===== src/rtl/serial_alu_seq.sv =====
// Bit-serial sequencer for a single-bit ALU slice: latches operands and opcode,
// feeds one bit pair per clock LSB first, and assembles the returned result bits.
module serial_alu_seq #(
    parameter int WIDTH = 8
) (
    input  logic             clk,
    input  logic             rst_n,
    input  logic             start,
    input  logic [1:0]       op,
    input  logic [WIDTH-1:0] A,
    input  logic [WIDTH-1:0] B,
    output logic             slice_a,
    output logic             slice_b,
    output logic             slice_cin,
    output logic [1:0]       slice_op,
    input  logic             slice_out,
    input  logic             slice_cout,
    output logic             busy,
    output logic             done,
    output logic [WIDTH-1:0] result,
    output logic             carry_out
);

    localparam int IW = (WIDTH > 1) ? $clog2(WIDTH) : 1;
    localparam logic [IW-1:0] LAST_IDX = IW'(WIDTH - 1);
    localparam logic [1:0] OP_SUB = 2'b11;

    typedef enum logic [1:0] {
        IDLE = 2'b00,
        RUN  = 2'b01,
        DONE = 2'b10
    } state_t;

    state_t state, state_next;

    logic [WIDTH-1:0] a_lat;
    logic [WIDTH-1:0] b_lat;
    logic [1:0]       op_lat;
    logic [IW-1:0]    idx;
    logic             carry;
    logic             accept;
    logic             arith;
    logic             last_bit;

    assign accept   = start && (state != RUN);
    assign arith    = op_lat[1];
    assign last_bit = (idx == LAST_IDX);
    assign slice_op = op_lat;

    always_ff @(posedge clk) begin
        if (!rst_n) begin
            state <= IDLE;
        end else begin
            state <= state_next;
        end
    end

    always_comb begin
        state_next = state;
        busy       = 1'b0;
        done       = 1'b0;
        slice_a    = 1'b0;
        slice_b    = 1'b0;
        slice_cin  = 1'b0;
        case (state)
            IDLE: begin
                if (start) state_next = RUN;
            end
            RUN: begin
                busy      = 1'b1;
                slice_a   = a_lat[idx];
                slice_b   = b_lat[idx] ^ (op_lat == OP_SUB);
                slice_cin = carry;
                if (last_bit) state_next = DONE;
            end
            DONE: begin
                done       = 1'b1;
                state_next = start ? RUN : IDLE;
            end
            default: state_next = IDLE;
        endcase
    end

    // Logic ops keep the carry chain at zero so a stray slice carry never leaks out.
    always_ff @(posedge clk) begin
        if (!rst_n) begin
            a_lat     <= '0;
            b_lat     <= '0;
            op_lat    <= 2'b00;
            idx       <= '0;
            carry     <= 1'b0;
            result    <= '0;
            carry_out <= 1'b0;
        end else if (accept) begin
            a_lat     <= A;
            b_lat     <= B;
            op_lat    <= op;
            idx       <= '0;
            carry     <= (op == OP_SUB);
            result    <= '0;
            carry_out <= 1'b0;
        end else if (state == RUN) begin
            result[idx] <= slice_out;
            carry       <= arith ? slice_cout : 1'b0;
            if (last_bit) begin
                carry_out <= arith ? slice_cout : 1'b0;
            end else begin
                idx <= idx + IW'(1);
            end
        end
    end

endmodule


===== config.mk =====
export PLATFORM = sky130hd
export DESIGN_NAME = serial_alu_seq
export DESIGN_NICKNAME = d
export VERILOG_FILES = /design/src/rtl/serial_alu_seq.sv
export SDC_FILE = /design/constraint.sdc
export NUM_CORES = 1
export LEC_CHECK = 0
export CELL_PAD_IN_SITES_DETAIL_PLACEMENT = 1
export CELL_PAD_IN_SITES_GLOBAL_PLACEMENT = 2
export CORE_UTILIZATION = 28
export CTS_BUF_LIST = sky130_fd_sc_hd__clkbuf_4 sky130_fd_sc_hd__clkbuf_8 sky130_fd_sc_hd__clkbuf_16
export CTS_CLUSTER_SIZE = 24
export DETAILED_ROUTE_END_ITERATION = 8
export GPL_TIMING_DRIVEN = 0
export PLACE_DENSITY_LB_ADDON = 0.1
export SLEW_MARGIN = 0
export SYNTH_ARGS = -nofsm -noshare
export SYNTH_HDL_FRONTEND = slang
export SYNTH_SLANG_ARGS = --single-unit
export TNS_END_PERCENT = 20

===== constraint.sdc =====
create_clock -name clk -period 1.9 [get_ports clk]
set_input_delay 0.38 -clock clk [delete_from_list [all_inputs] [get_ports clk]]
set_output_delay 0.38 -clock clk [all_outputs]
set_load 0.01 [all_outputs]

==> out/qor.csv, run 1 <==
metric;value;unit
synthCells;179;
pre_cts_ws;-0.415;ns
r2r_end;idx[0]$_SDFFE_PP0P_;
cts_buffer_depth;2;
via_per_inst;5.11;
drive_above_1_share;13.4;%
synth_seq_cells;33;
final_nets;249;
drc;0;
synth_top_area_cell;dfxtp_1;
grt_use_total;17.2;%
period_share;105;%
drt_first_iter_violations;38;
syn_nets;204;
start_util;29.9;%
grt_pass1_vias;1620;
dp.cells;286;
crit_end;slice_a;
num_vias;1503;
power_leakage;0.753;nW
crit_start;idx[0]$_SDFFE_PP0P_;
cp_max_fo;3;
antenna_found_initial;0;
htree_levels;2;
area_delta_synth_final;37.8;%
port_buffers;37;
netlist_area;0.00157;mm²
hpwl;3480;µm
yosys-top-cells-area;dfxtp_1 (42%), a21boi_0 (8.6%), nand3_1 (8.6%);
worstMarginPinSlew;0.534;ns
required;1.52;ns
grt_max_degree;18;
root_buffer;clkbuf_8;
r2r_setup_slack;0.26;ns
fin_cells;294;
io_pins;39;
setup_tns;-0.146;ns
yosys_warnings;0;
max-slew-margin-rel;64.3;%
hold_violations;0;
hold_class;reg2reg;
clock-sinks;33;
outcome;finished, violations left;
p_per_area;704;mW/mm²
arrival;1.61;ns
gp_congestion;0.753;
synthDistinctLibCells;29;
avgSynthCellArea;8.75;µm²
fmax;503;MHz
clk_pin_slew_worst_paths;0.06;ns
endpoint_kind;output port;
dieArea;0.00590;mm²
clock_skew;0.00256;ns
clk_latency;0.28;ns
holdPathStages;2;
antenna_cells;0;
die_w;76.8;µm
rows;26;
rr_worst_depth;6;
grt_pass1_wl;7880;µm
antenna_left;0;
critical_path_class;reg2out;
cap_violations;0;
drv_slew;0;
violations;negative setup slack;
cts_tree;done;
firstDrtPassIters;4;
r2r-start;idx[0]$_SDFFE_PP0P_;
gr-total-overflow;0;
ir_drop;0.286;mV
setup_ws;-0.0877;ns
wl;4670;µm
layout_min_cycle_time;1.99;ns
start_kind;register;
die_height;76.8;µm
cts_made_buffers;5;
yosysSeqAreaShare;42.2;%
wire_per_inst;15.9;µm
core_area;0.00524;mm²
rsz0062_at_grt;yes;
yosysTopAreaCellShare;42.2;%
setup_viol;2;
cts_hold_buffers;0;
==> timing repair <==
action | 4_1_cts | 5_1_grt
setup buffers | 3 | 0
resized for setup | 27 | 3
endpoints found under the setup margin | 4 | 6
pin swaps | 0 | 0
==> cells in the mapped netlist (all sizes together) <==
library cell and count:
buf 10, nand3 27, a211oi 1, nand4 1, o41ai 1, mux2i 6, a21oi 12, clkbuf 7
nand2 5, and3 2, a21boi 18, ha 2, nor2 4, inv 3, nor2b 3, and2 2
o21a 1, and3b 1, nand2b 3, xnor2 1, o31ai 4, nor3b 3, o21ai 25, mux4 3
nand3b 1, dfxtp 33
==> metal layers <==
layer / GRT usage, % / share of wire (%) / wire length [µm]
met1: 19.8 / 44 / 2050
met2: 30.7 / 51 / 2380
met3: 4.76 / 4.3 / 199
met4: 4.62 / 0.77 / 36
met5: 0 / 0 / 0
==> final cells by class <==
class	instances	area [µm²]
Buffer	15	92.6
Fill cell	622	3080
Tap cell	70	87.6
Inverter	3	18.8
Timing Repair Buffer	40	382
Clock buffer	7	90.1
Sequential cell	33	671
Multi-Input combinational cell	126	817
==> kinds of logic (layout without fill, tap and decap cells) <==
group | Yosys count | in the layout | share of synthesized area [%]
AO/OA/AOI/OAI | 62 | 62 | 23.9
XOR/XNOR | 1 | 1 | 0.559
adder cells (fa/ha/maj) | 2 | 2 | 1.60
buffers and inverters | 20 | 65 | 5.99
flip-flops | 33 | 33 | 42.2
multiplexers | 9 | 9 | 8.15
AND/OR/NAND/NOR | 52 | 52 | 17.7
==> registers in the layout, summed over array words and instances (netlist names) <==
name       cells
a_lat          8
b_lat          8
carry          1
carry_out      1
idx            3
result         8
slice_op       2
state          2
==> how the worst min path moves through the flow <==
stage | endpoint | slack, ns | start
global route | result[2]$_SDFFE_PP0P_ | 0.51 | result[2]$_SDFFE_PP0P_
global placement | result[4]$_SDFFE_PP0P_ | 0.46 | result[4]$_SDFFE_PP0P_
floorplan | a_lat[4]$_SDFFE_PN0P_ | 0.45 | a_lat[4]$_SDFFE_PN0P_
finish | result[0]$_SDFFE_PP0P_ | 0.48 | result[0]$_SDFFE_PP0P_
CTS | result[3]$_SDFFE_PP0P_ | 0.48 | slice_out
detailed placement | result[4]$_SDFFE_PP0P_ | 0.48 | result[4]$_SDFFE_PP0P_
==> per-stage QoR <==
stage / hold WS, ns / cell area (µm²) / utilization, % / power, W
2_1_floorplan: 0.454 / 1570 / - / 0.000869
3_3_place_gp: 0.457 / 2020 / 38.7 / 0.000971
3_5_place_dp: 0.478 / 2020 / 38.7 / 0.000978
4_1_cts: 0.480 / 2150 / 41.1 / 0.00154
5_1_grt: 0.513 / 2160 / 41.2 / 0.00161
6_report: 0.476 / 2160 / 41.2 / 0.00152
==> layout by cell type (no fill, tap or decap), types with 6 or more instances in the layout <==
master,instances
a21oi_1,12
mux2i_1,6
dfxtp_1,29
clkbuf_1,6
clkbuf_8,6
a21boi_0,18
o21ai_0,24
nand3_1,27
buf_2,7
clkdlybuf4s50_1,33
==> power by group <==
| group | total [W] | switching, W | leakage [nW] | internal (W) |
|---|---|---|---|---|
| clock network | 0.000551 | 0.000249 | 0.0477 | 0.000302 |
| logic | 0.000228 | 0.000115 | 0.434 | 0.000113 |
| registers | 0.000739 | 0.0000192 | 0.272 | 0.000720 |
| total | 0.00152 | 0.000384 | 0.753 | 0.00113 |
==> worst max-delay path, cell delays in order, from the launching register on <==
cell	delay, ns
dfxtp_4	0.35
buf_8	0.10
mux4_2	0.49
mux2i_1	0.19
nor2_1	0.05
buf_2	0.14
No activity file was read; power rests on OpenSTA's default activity.
==> run 2, diff against run 1 <==
Settings changed: CELL_PAD_IN_SITES_DETAIL_PLACEMENT 1 to 2, SKIP_CTS_REPAIR_TIMING from default to 1.
==> run 2 against run 1 <==
The run still ends with negative setup slack left. Clock-buffer cell count stayed put. Design area is 1.0% higher. Critical path depth stayed put. Sequential share of layout area is 0.32 points lower. Sequential cell count stayed put. Non-clock buffer count is 3 higher. Critical endpoint unchanged. Clock power is 1% higher. Utilization is 0.43 points higher. Global-route usage is 1.4 points higher. Wire length is 12% higher. First-iteration DRC count is 13% lower.
==> out/qor.csv, run 2 (same netlist as run 1, synthesis figures left out) <==
metric;value;unit;change
final_nets;252;;was 249
rows;26;;unchanged
num_vias;1528;;was 1,503
die_w;76.8;µm;unchanged
dr_wl_met2;2850;µm;was 2380 µm
setup_viol;2;;unchanged
area_delta_synth_final;39.2;%;was 37.8%
firstDrtPassIters;4;;unchanged
cpMaxStageDelayCell;mux4_2;;unchanged
clock-sinks;33;;unchanged
power_frac_comb;15.7;%;was 15.0%
core_area;0.00524;mm²;unchanged
arrival;1.63;ns;was 1.61 ns
place_area;0.00202;mm²;unchanged
r2r-start;idx[0]$_SDFFE_PP0P_;;unchanged
critical_path_class;reg2out;;unchanged
grt_max_degree;11;;was 18
switching_share;25.8;%;was 25.3%
power_frac_seq;48.1;%;was 48.7%
violations;negative setup slack;;unchanged
layout_common_cells;clkdlybuf4s50_1 (33), dfxtp_1 (29), nand3_1 (27);;unchanged
power_switching;0.000398;W;was 0.000384 W
cts_made_buffers;5;;unchanged
layout_min_cycle_time;2.01;ns;was 1.99 ns
drv_slew;0;;unchanged
fmax;496;MHz;was 503 MHz
antenna_cells;0;;unchanged
die_height;76.8;µm;unchanged
io_pins;39;;unchanged
required;1.52;ns;about the same
period_share;106;%;was 105%
final_common_cell;clkdlybuf4s50_1;;unchanged
clockPowerShare;36.2;%;was 36.3%
max-slew-margin-rel;61.5;%;was 64.3%
power.internal;0.00114;W;was 0.00113 W
antenna_found_initial;0;;unchanged
met1_length;2100;µm;was 2050 µm
wire_per_inst;17.6;µm;was 15.9 µm
crit_start;idx[0]$_SDFFE_PP0P_;;unchanged
crit_path_cell_trace;buf_8, mux4_2, mux2i_1, nor2_1, clkbuf_2;;was buf_8, mux4_2, mux2i_1, nor2_1, buf_2
met3_length;215;µm;was 199 µm
cp_max_fo;8;;was 3
highest_layer;met4;;unchanged
ir_drop;0.278;mV;was 0.286 mV
hold_class;in2reg;;was reg2reg
hpwl;3810;µm;was 3480 µm
antenna_left;0;;unchanged
port_buffers;37;;unchanged
outcome;finished, violations left;;unchanged
dieArea;0.00590;mm²;unchanged
start_util;29.9;%;unchanged
grt_pass1_vias;1659;;was 1,620
drt_first_iter_violations;33;;was 38
endpoint_kind;output port;;unchanged
grt_use_total;18.5;%;was 17.2%
p_per_area;706;mW/mm²;was 704 mW/mm²
cap_violations;0;;unchanged
hp-start;slice_out;;was result[0]$_SDFFE_PP0P_
cts_tree;done;;unchanged
clk_latency;0.28;ns;about the same
drc;0;;unchanged
wl;5230;µm;was 4670 µm
rsz0062_at_grt;yes;;unchanged
fin_cells;297;;was 294
dp.cells;286;;unchanged
clk_pin_slew_worst_paths;0.07;ns;was 0.06 ns
top_regs;a_lat: 8 flops, b_lat: 8 flops, result: 8 flops;;unchanged
clock_skew;0.00307;ns;was 0.00256 ns
power_leakage;0.780;nW;was 0.753 nW
fin_area;0.00218;mm²;was 0.00216 mm²
cts_buffer_depth;2;;unchanged
worstMarginPinSlew;0.576;ns;was 0.534 ns
via_per_inst;5.14;;was 5.11
drive_above_1_share;15.0;%;was 13.4%
grt_pass1_wl;8440;µm;was 7880 µm
gp_congestion;0.753;;unchanged
slowest_delay;0.50;ns;was 0.49 ns
setup_ws;-0.114;ns;was -0.0877 ns
whs;0.472;ns;was 0.476 ns
gr-total-overflow;0;;unchanged
start_kind;register;;unchanged
hold_violations;0;;unchanged
root_buffer;clkbuf_8;;unchanged
htree_levels;2;;unchanged
run 2: area by class of cell:
class	count	area, µm²
Buffer	16	104
Multi-Input combinational cell	126	817
Tap cell	70	87.6
Timing Repair Buffer	42	395
Fill cell	590	3060
Clock buffer	7	90.1
Inverter	3	16.3
Sequential cell	33	671
run 2: worst max-delay path: cells and delay by family (launching register included):
family | cells | cell delay (ns)
muxes | 2 | 0.66
buffers and inverters | 2 | 0.25
DFF | 1 | 0.36
and+or+nand+nor | 1 | 0.08
run 2: final timing paths:
kind / to / slack, ns / depth (start not counted)
setup / recovery: slice_a / -0.11 / 5
hold / removal: result[6]$_SDFFE_PP0P_ / 0.47 / 3
setup reg to reg: idx[0]$_SDFFE_PP0P_ / 0.23 / 6
hold reg to reg: result[2]$_SDFFE_PP0P_ / 0.48 / 2
run 2: per-stage QoR:
step	worst slack (ns)	power, W	TNS, ns	utilization (%)
after floorplan	0.249	0.000869	0	-
after global placement	-0.412	0.000971	-1.10	38.7
after detailed placement	-0.422	0.000982	-1.60	38.7
after CTS	-0.744	0.00154	-2.49	40.4
after global routing	-0.160	0.00162	-0.338	41.6
final	-0.114	0.00154	-0.195	41.6
run 2: power groups by stage:
stage / clock [W] / combinational [W] / sequential (W)
after CTS: 0.000575 / 0.000226 / 0.000743
after global placement: 0 / 0.000215 / 0.000756
after detailed placement: 0 / 0.000224 / 0.000757
final: 0.000558 / 0.000243 / 0.000741
after floorplan: 0 / 0.000117 / 0.000752
after global routing: 0.000612 / 0.000267 / 0.000744
run 2: per-layer routing:
layer | global-route usage, % | up-vias
met5 | 0 | -
met2 | 34.9 | 36
met4 | 5.19 | 0
met1 | 20.6 | 745
li1 | - | 741
met3 | 3.93 | 6
==> run 3, diff against run 2 <==
--- a/constraint.sdc
+++ b/constraint.sdc
@@ -3,2 +3,2 @@
 set_output_delay 0.38 -clock clk [all_outputs]
-set_load 0.01 [all_outputs]
+set_load 0.1 [all_outputs]
==> run 3 against run 2 <==
The run still ends with negative setup slack left. Hold slack improved by 0.0011 ns. Utilization is 2.6 points higher. Global-route usage is essentially flat. First-iteration DRC count decreased by 18%. Combinational power is 31% higher. Sequential share of layout area down 1.8 points. Power is 7.9% higher. Via count increased by 1.3%. Clock-buffer cell count stayed put. Final cell count rose by 1.0%. Critical endpoint is now slice_b.
==> out/qor.csv, run 3 (same netlist as run 1, synthesis figures left out) <==
metric;value;unit;change
port_buffers;37;;unchanged
antenna_cells;0;;unchanged
drv_slew;0;;unchanged
hpwl;3720;µm;was 3810 µm
arrival;1.81;ns;was 1.63 ns
cpMaxStageDelayCell;mux4_2;;unchanged
drive_above_1_share;19.6;%;was 15.0%
die_w;76.8;µm;unchanged
violations;negative setup slack;;unchanged
cp_max_fo;7;;was 8
hold_violations;0;;unchanged
root_buffer;clkbuf_8;;unchanged
die_height;76.8;µm;unchanged
slowest_delay;0.53;ns;was 0.50 ns
power_leakage;0.996;nW;was 0.780 nW
gp_congestion;0.778;;was 0.753
wl;5180;µm;was 5230 µm
pre_cts_ws;-1.07;ns;was -0.422 ns
grt_pass1_vias;1667;;was 1,659
period_share;115;%;was 106%
crit_path_cell_trace;buf_6, mux2i_1, mux4_2, mux2i_4, buf_12;;was buf_8, mux4_2, mux2i_1, nor2_1, clkbuf_2
final_nets;254;;was 252
antenna_found_initial;0;;unchanged
worstMarginPinSlew;0.976;ns;was 0.576 ns
cts_buffer_depth;2;;unchanged
clk_pin_slew_worst_paths;0.07;ns;about the same
critical_path_class;reg2out;;unchanged
setup_viol;2;;unchanged
utilization;44.2;%;was 41.6%
dp.cells;286;;unchanged
gr-total-overflow;0;;unchanged
power;0.00166;W;was 0.00154 W
grt_pass1_wl;8410;µm;was 8440 µm
fin_cells;300;;was 297
clock_skew;0.00415;ns;was 0.00307 ns
start_util;29.9;%;unchanged
cap_violations;0;;unchanged
drt_first_iter_violations;27;;was 33
core_area;0.00524;mm²;unchanged
clk_latency;0.29;ns;was 0.28 ns
clock-sinks;33;;unchanged
grt_max_degree;11;;unchanged
grt_use_total;18.6;%;was 18.5%
num_vias;1548;;was 1,528
whs;0.473;ns;was 0.472 ns
rsz0062_at_grt;yes;;unchanged
rows;26;;unchanged
drc;0;;unchanged
io_pins;39;;unchanged
required;1.52;ns;about the same
hold_class;in2reg;;unchanged
setup_ws;-0.290;ns;was -0.114 ns
antenna_left;0;;unchanged
outcome;finished, violations left;;unchanged
endpoint_kind;output port;;unchanged
start_kind;register;;unchanged
cts_made_buffers;5;;unchanged
p_per_area;717;mW/mm²;was 706 mW/mm²
firstDrtPassIters;4;;unchanged
max-slew-margin-rel;34.8;%;was 61.5%
cts_tree;done;;unchanged
dieArea;0.00590;mm²;unchanged
fmax;457;MHz;was 496 MHz
top_regs;a_lat: 8 flops, b_lat: 8 flops, result: 8 flops;;unchanged
ir_drop;0.288;mV;was 0.278 mV
wire_per_inst;17.3;µm;was 17.6 µm
layout_common_cells;nand3_1 (27), dfxtp_1 (27), o21ai_0 (24);;was clkdlybuf4s50_1 (33), dfxtp_1 (29), nand3_1 (27)
area_delta_synth_final;47.9;%;was 39.2%
via_per_inst;5.16;;was 5.14
htree_levels;2;;unchanged
layout_min_cycle_time;2.19;ns;was 2.01 ns
==> run 3: cell count changes in the layout (fill, tap and decap cells not counted), moves of 2 or more <==
cell and delta:
buf_12 +5, dlymetal6s2s_1 +10, buf_6 +2, mux2i_4 +2, buf_8 -2, mux2i_1 -2, dfxtp_2 +3, dfxtp_1 -2
clkdlybuf4s50_1 -12
==> run 3: routing by layer <==
layer	track usage, %	wire (µm)	up-vias
met5	0	0	-
met4	6.92	79	0
met3	3.81	157	6
met2	33.7	2750	28
met1	21.2	2200	773
li1	-	-	741
==> run 3: worst paths after layout <==
check                    startpoint                     end  slack (ns)  cells past startpoint
min reg2reg  result[6]$_SDFFE_PP0P_  result[6]$_SDFFE_PP0P_        0.47                      2
max             idx[2]$_SDFFE_PP0P_                 slice_b       -0.29                      5
max reg2reg     idx[0]$_SDFFE_PP0P_     idx[2]$_SDFFE_PP0P_        0.20                      5
min                       slice_out  result[6]$_SDFFE_PP0P_        0.47                      3
==> run 3: final cells by class <==
class                   instances  area, µm²
flip-flops and latches         33        671
inverters                       3       16.3
plain buffers                  17        126
clock inverters                 1       5.00
well taps                      70       87.6
fillers                       569       2920
repair buffers                 43        465
clock buffers                   7       96.3
multi-input cells             126        850
==> run 3: stage by stage <==
| step | instance area [µm²] | setup TNS, ns |
|---|---|---|
| after floorplan | 1600 | -0.508 |
| after global placement | 2060 | -3.40 |
| after detailed placement | 2060 | -4.47 |
| after CTS | 2160 | -8.11 |
| after global routing | 2320 | -0.624 |
| final | 2320 | -0.496 |
==> run 3: power breakdown <==
| part | internal, W | switching (W) | total (W) |
|---|---|---|---|
| Clock | 0.000328 | 0.000274 | 0.000601 |
| Sequential | 0.000722 | 0.0000207 | 0.000743 |
| Combinational | 0.000139 | 0.000179 | 0.000318 |
==> run 3: critical path: cells and delay by family, from the launching register on <==
kind / cells / cell delay [ns]
flops: 1 / 0.33
buf+inv: 2 / 0.33
mux: 3 / 0.86
